--- config.mk ---
export PLATFORM = sky130hd
export DESIGN_NAME = regfile32
export DESIGN_NICKNAME = d
export VERILOG_FILES = /design/src/rtl/regfile32.sv
export SDC_FILE = /design/constraint.sdc
export NUM_CORES = 2
export LEC_CHECK = 0
export BUFFER_PORTS_ARGS = -buffer_cell sky130_fd_sc_hd__buf_2
export CORE_ASPECT_RATIO = 0.6
export CORE_MARGIN = 1.5
export CORE_UTILIZATION = 40
export CTS_CLUSTER_SIZE = 16
export DETAILED_ROUTE_END_ITERATION = 6
export HOLD_SLACK_MARGIN = 0.12
export PLACE_DENSITY = 0.55
export SLEW_MARGIN = 20
export SYNTH_ARGS = -nofsm -noshare
export SYNTH_HDL_FRONTEND = slang
export SYNTH_SLANG_ARGS = --single-unit
--- constraint.sdc ---
create_clock -name clk -period 2.7 [get_ports clk]
set_clock_uncertainty 0.1 [all_clocks]
set_input_delay 0.27 -clock clk [delete_from_list [all_inputs] [get_ports clk]]
set_output_delay 0.27 -clock clk [all_outputs]
set_load 0.02 [all_outputs]
--- src/rtl/regfile32.sv ---
// 32-entry register file: one write port, two combinational read ports with
// optional same-cycle write forwarding, plus a saturating commit counter.

module regfile32_cell #(
  parameter int WIDTH = 32
) (
  input  logic             clk,
  input  logic             reset_n,
  input  logic             we,
  input  logic [WIDTH-1:0] d,
  output logic [WIDTH-1:0] q
);
  always_ff @(posedge clk or negedge reset_n) begin
    if (!reset_n)  q <= '0;
    else if (we)   q <= d;
  end
endmodule

module regfile32 #(
  parameter int WIDTH  = 32,
  parameter int BYPASS = 1
) (
  input  logic             clk,
  input  logic             reset_n,
  input  logic             RegWrite,
  input  logic [4:0]       WriteReg,
  input  logic [WIDTH-1:0] WriteData,
  input  logic [4:0]       ReadReg1,
  input  logic [4:0]       ReadReg2,
  output logic [WIDTH-1:0] ReadData1,
  output logic [WIDTH-1:0] ReadData2,
  output logic [15:0]      WriteCount
);
  logic [31:0]            we;
  logic [31:0][WIDTH-1:0] r;
  logic [1:0][4:0]        ra;
  logic [1:0][WIDTH-1:0]  rd;
  logic                   commit;

  // One-hot write enable; bit 0 is forced low so R0 never loads and never
  // participates in forwarding.
  always_comb begin
    we = '0;
    if (RegWrite) we[WriteReg] = 1'b1;
    we[0] = 1'b0;
  end

  assign commit = |we;
  assign r[0]   = '0;

  for (genvar i = 1; i < 32; i++) begin : g_reg
    regfile32_cell #(.WIDTH(WIDTH)) u_cell (
      .clk     (clk),
      .reset_n (reset_n),
      .we      (we[i]),
      .d       (WriteData),
      .q       (r[i])
    );
  end

  assign ra = {ReadReg2, ReadReg1};

  // Reset forces zero even on a forwarded hit, so nothing leaks while held.
  always_comb begin
    rd = '0;
    for (int p = 0; p < 2; p++) begin
      rd[p] = r[ra[p]];
      if (BYPASS != 0 && we[ra[p]]) rd[p] = WriteData;
      if (!reset_n) rd[p] = '0;
    end
  end

  assign ReadData1 = rd[0];
  assign ReadData2 = rd[1];

  always_ff @(posedge clk or negedge reset_n) begin
    if (!reset_n)                          WriteCount <= '0;
    else if (commit && WriteCount != '1)   WriteCount <= WriteCount + 16'd1;
  end
endmodule

==> After elaboration in Yosys (flattened, before gate mapping) <==
Cells that the tools add are included.
{ "classes": {"n_addsub": 1, "multipliers": 0, "n_div": 0, "order_cmp": 4, "eq_ne": 1, "shifts": 0, "n_mux": 15, "bitwise_logic": 0, "n_reduce_logical": 3} }
{ "ops": {"columns": ["operator", "n"], "rows": [
  ["$bmux W32 S5", 2],
  ["$mux W32", 7],
  ["$reduce_or A31 Y1", 1],
  ["$lt A5 B6 Y1 const B", 3],
  ["$add A16 B1 Y16 const B", 1],
  ["$ne A16 B16 Y1 const B", 1],
  ["$bmux W1 S5", 2],
  ["$demux W1 S5", 1],
  ["$ge A5 B1 Y1 const B", 1],
  ["$mux W1", 3],
  ["$logic_and A1 B1 Y1", 2]
]} }
{ "word_totals": {"reg_bits": 1008, "latch_bits": 0, "ram_bits": 0, "mem_bits_ro": 0, "in_bits": 50, "output_inout_bits": 80, "word_cells": 56, "n_memories": 0} }

==> Longest topological paths before layout <==
{ "logic_depth": {"depth_word": 9, "ltp_mapped": 10, "mapped_depth_nobuf": 7} }

==> Hierarchy <==
Synthesis repeated with hierarchy kept, for this count alone.
{ "hier_totals": {"cells_unflattened": 4020, "area_unflattened_um2": 60225.3} }
{ "by_module_without_submodules": {"columns": ["module", "n_inst", "cells_per_inst", "area_each_um2", "seq_area_each_um2"], "rows": [
  ["regfile32_cell", 31, 68, 1345.0, 800.8],
  ["regfile32", 1, 1912, 18529.0, 400.4]
]} }

==> Worst setup path before layout <==
No wires, ideal clock.
{ "synth_timing": {"path_kind": "input to output", "start": "input port ReadReg1[0]", "end": "output port ReadData1[0]", "arrival_time_ns": 1.984, "t_required_ns": 2.330, "slack_ns": 0.346, "cell_stages": 8, "n_path_buf": 3, "cell_sequence": "buf_2 > buf_4 > buf_2 > mux4_2 > a211oi_1 > a31oi_1 > a21oi_1 > o22ai_1"} }
{ "synth_via": {"elab_chain_len": 4, "elab_cells_between_ends": 6, "classes_between": "mux (6)"} }
{ "synth_rtl": {"columns": ["element", "line_no", "rtl"], "rows": [
  ["from (decl)", "28", "input logic [4:0] ReadReg1,"],
  ["$bmux W32 S5 or $bmux W1 S5 (tied branches)", "67, 68", null],
  ["$mux W32 (implied by the code) or $mux W1 (tied branches)", "67, 68", null],
  ["$mux W32 *", "68", "if (BYPASS != 0 && we[ra[p]]) rd[p] = WriteData;"],
  ["$mux W32 *", "69", "if (!reset_n) rd[p] = '0;"],
  ["to (decl)", "30", "output logic [WIDTH-1:0] ReadData1,"]
]} }
Every way passes the cells marked *; elsewhere a longest branch is shown, timed or not. The select of a mux whose other input is x is not followed.

==> Final worst setup path <==
{ "layout_timing": {"start": "register g_reg[8].u_cell.q[0]", "end": "output port ReadData1[0]"} }
{ "layout_via": {"elab_chain_len": 4} }
{ "layout_rtl": {"columns": ["element", "line_no", "rtl"], "rows": [
  ["from (decl)", "11", "output logic [WIDTH-1:0] q"],
  ["from (signal assigned)", "14", "if (!reset_n) q <= '0;"],
  ["from (signal assigned)", "15", "else if (we) q <= d;"],
  ["$bmux W32 S5", "67", "rd[p] = r[ra[p]];"],
  ["$mux W32 (implied by the code)", "67", null],
  ["$mux W32", "68", null],
  ["$mux W32", "69", null]
]} }
No other way between the ends. The select of a mux whose other input is x is not followed.

==> flow_metrics.tcl <==
set metrics [dict create \
    outcome "complete, but fails checks" \
    violations "setup timing" \
    timing.rr.end "WriteCount[10]" \
    yosysSeqAreaShare_pct 46.0 \
    cts_tree "done" \
    setup_violations 62 \
    avgSynthCellArea_um2 14.4 \
    clk_pin_slew_ns 0.06 \
    grtUsageTotal_pct 28.7 \
    drtIter0Drc 4081 \
    cp.required_ns 2.33 \
    ios 130 \
    seqCellArea_um2 25200 \
    slew_viol_final 0 \
    nNetsFinal 4226 \
    worstHoldStart "WriteData[27]" \
    switching_power_mw 13.9 \
    die_height_um 290 \
    grt_pass1_wl_um 290000 \
    synth_cells 3820 \
    start_util_pct 40.2 \
    cts-root-buf "clkbuf_16" \
    hold_class "in -> reg" \
    wl_um 200000 \
    areaGrowthSynthToFinish_pct 23.7 \
    power.internal_mw 33.8 \
    drtAntennaViolNets 0 \
    nFillCells 11700 \
    rsz0062_at_grt "true" \
    critPathCaptureType "output port" \
    startpoint "g_reg[8].u_cell.q[0]" \
    powerDensity_nw_per_um2 703 \
    async_flop_share_pct 100 \
    htree_levels 3 \
    relSlewSlack_pct 40.9 \
    num_rows 105 \
    max-vdd-ir-drop_v 0.000491 \
    cp-endpoint "ReadData1[0]" \
    synth_edf_count 0 \
    cts_buffers 104 \
    synth_area_um2 54900 \
    grt_max_degree 144 \
    period_minus_slack_ns 3.03 \
    clk_latency_ns 0.73 \
    cp.arrival_ns 2.66 \
    hpwl_um 131000 \
    synth-seq-cells 1008 \
    grt_overflow 0 \
    dieWidth_um 481 \
    place.gp.congestion 0.877 \
    seqPwrFrac_pct 42.8 \
    timing_hold_violations_final 0 \
    period_share_pct 112 \
    antenna_found_initial 14 \
    swShare_pct 29.2 \
    ys_warn_count 0 \
    r2r_slack_ns 0.44 \
    grt_pass1_vias 38000 \
    tightest_slew_ns 0.887 \
    r2r-start "WriteCount[7]" \
    die_area_um2 139000 \
    cts.sinks 1008 \
    firstDrtPassIters 5 \
    synth_area_leaders "dfrtp_1, mux2_2, mux4_2, mux2i_1, a211oi_1" \
    post_drt_wl_per_cell_um 32.8 \
    cts_buffer_depth 3 \
    path_max_fanout 3 \
    finalPower_mw 47.7 \
    multi_input_area_um2 30100 \
    syn_nets 3871 \
    layout_commonest_cell "mux2_2" \
    drv_cap 0 \
    drive_above_1_share_pct 61.4 \
    fin_ws_ns -0.327 \
    port-buffer-count 129 \
    max_freq_ghz 0.330 \
    reg2reg_depth 6 \
    yosys.area.top_type_share_pct 46.0 \
    p_comb_share_pct 24.8 \
    ys_types 56 \
    coreArea_um2 136000 \
    critPathKind "reg -> out" \
    via_per_inst 6.27 \
    p_leak_nw 28.8 \
    clkPwrFrac_pct 32.4 \
    whs_ns 0.180 \
    via_count 38200 \
    layout_common_cells "mux2_2, dfrtp_1, mux4_2, buf_4, mux2i_1" \
    start_kind "flop" \
    route.detailed.drc 0 \
    yosys.area.top_type "dfrtp_1" \
    synth_ff_type "dfrtp_1" \
]
[kinds of logic after synthesis]
family,Yosys count,synth area share (%)
multiplexers,1652,42.3
flip-flops,1008,46.0
buffers and inverters,418,3.47
AO/OA/AOI/OAI,402,5.24
AND/OR/NAND/NOR,318,2.70
XOR/XNOR,21,0.335
adder cells (fa/ha/maj),1,0.0228
[layer usage]
metal / part of all wire, % / routed length, um / track usage (%)
met2: 41 / 81100 / 38.3
met5: 0.013 / 25 / 0
met4: 2.5 / 4900 / 6.97
met3: 9.0 / 17900 / 7.01
met1: 48 / 95800 / 45.9
[registers in the layout, indices dropped and copies added, names as in the netlist]
name,flops
g.u_cell.q,992
WriteCount,16
[stage by stage]
step | TNS, ns | utilization, % | std cells | worst slack, ns | area, um^2
floorplan | 0 | - | 3820 | 0.346 | 54900
global placement | -9.38 | 44.8 | 5828 | -0.429 | 61100
detailed placement | -8.93 | 44.8 | 5828 | -0.414 | 61100
CTS | -11.90 | 49.3 | 6056 | -0.332 | 67200
global route | -14.68 | 49.8 | 6081 | -0.378 | 67900
finish | -9.76 | 49.8 | 6082 | -0.327 | 67900
[worst min-delay path by stage]
stage	end	slack, ns	cells past startpoint
3_3_place_gp	g_reg[19].u_cell.q[29]	0.09	1
3_5_place_dp	g_reg[16].u_cell.q[29]	0.09	1
4_1_cts	g_reg[9].u_cell.q[11]	0.12	2
5_1_grt	g_reg[12].u_cell.q[27]	0.17	2
2_1_floorplan	WriteCount[0]	-0.13	0
6_report	g_reg[12].u_cell.q[27]	0.18	2
[power by group through the flow]
stage / Combinational, mW / Clock, mW / Sequential, mW
after floorplan: 7.26 / 0 / 19.8
after global placement: 10.3 / 0 / 20.5
after detailed placement: 10.4 / 0 / 20.6
after CTS: 11.5 / 15.7 / 20.3
after global routing: 12.5 / 16.3 / 20.8
final: 11.8 / 15.5 / 20.4
[area by class of cell]
cell class | count | area share (%)
multi-input combinational | 2394 | 44.4
sequential | 1008 | 37.2
timing repair buffer | 664 | 9.83
clock buffer | 145 | 4.39
tap | 1819 | 3.35
clock inverter | 44 | 0.857
inverter | 3 | 0.0203
antenna | 5 | 0.0184
[cell usage after synthesis (all sizes together), types with 32 or more instances]
library cell	count
mux2	1036
dfrtp	1008
mux4	427
buf	224
clkbuf	191
mux2i	189
nand2	152
a211oi	106
o22ai	86
nor2	65
a21oi	59
o2bb2ai	32
[worst max-delay path: stages (launching register included)]
cell      delay, ns
dfrtp_1        0.40
mux4_2         0.45
and2_4         0.15
a211oi_2       0.18
a31oi_2        0.11
a21oi_2        0.30
o22ai_2        0.18
buf_6          0.16
[what timing repair did]
item,in CTS,in global routing
setup endpoints to repair,64,64
cloned,0,0
buffers inserted,40,22
endpoints found under the hold margin,641,0
pin swaps,185,75
hold buffers,22,0
resized for setup,463,84
No activity file was read; power rests on OpenSTA's default activity.
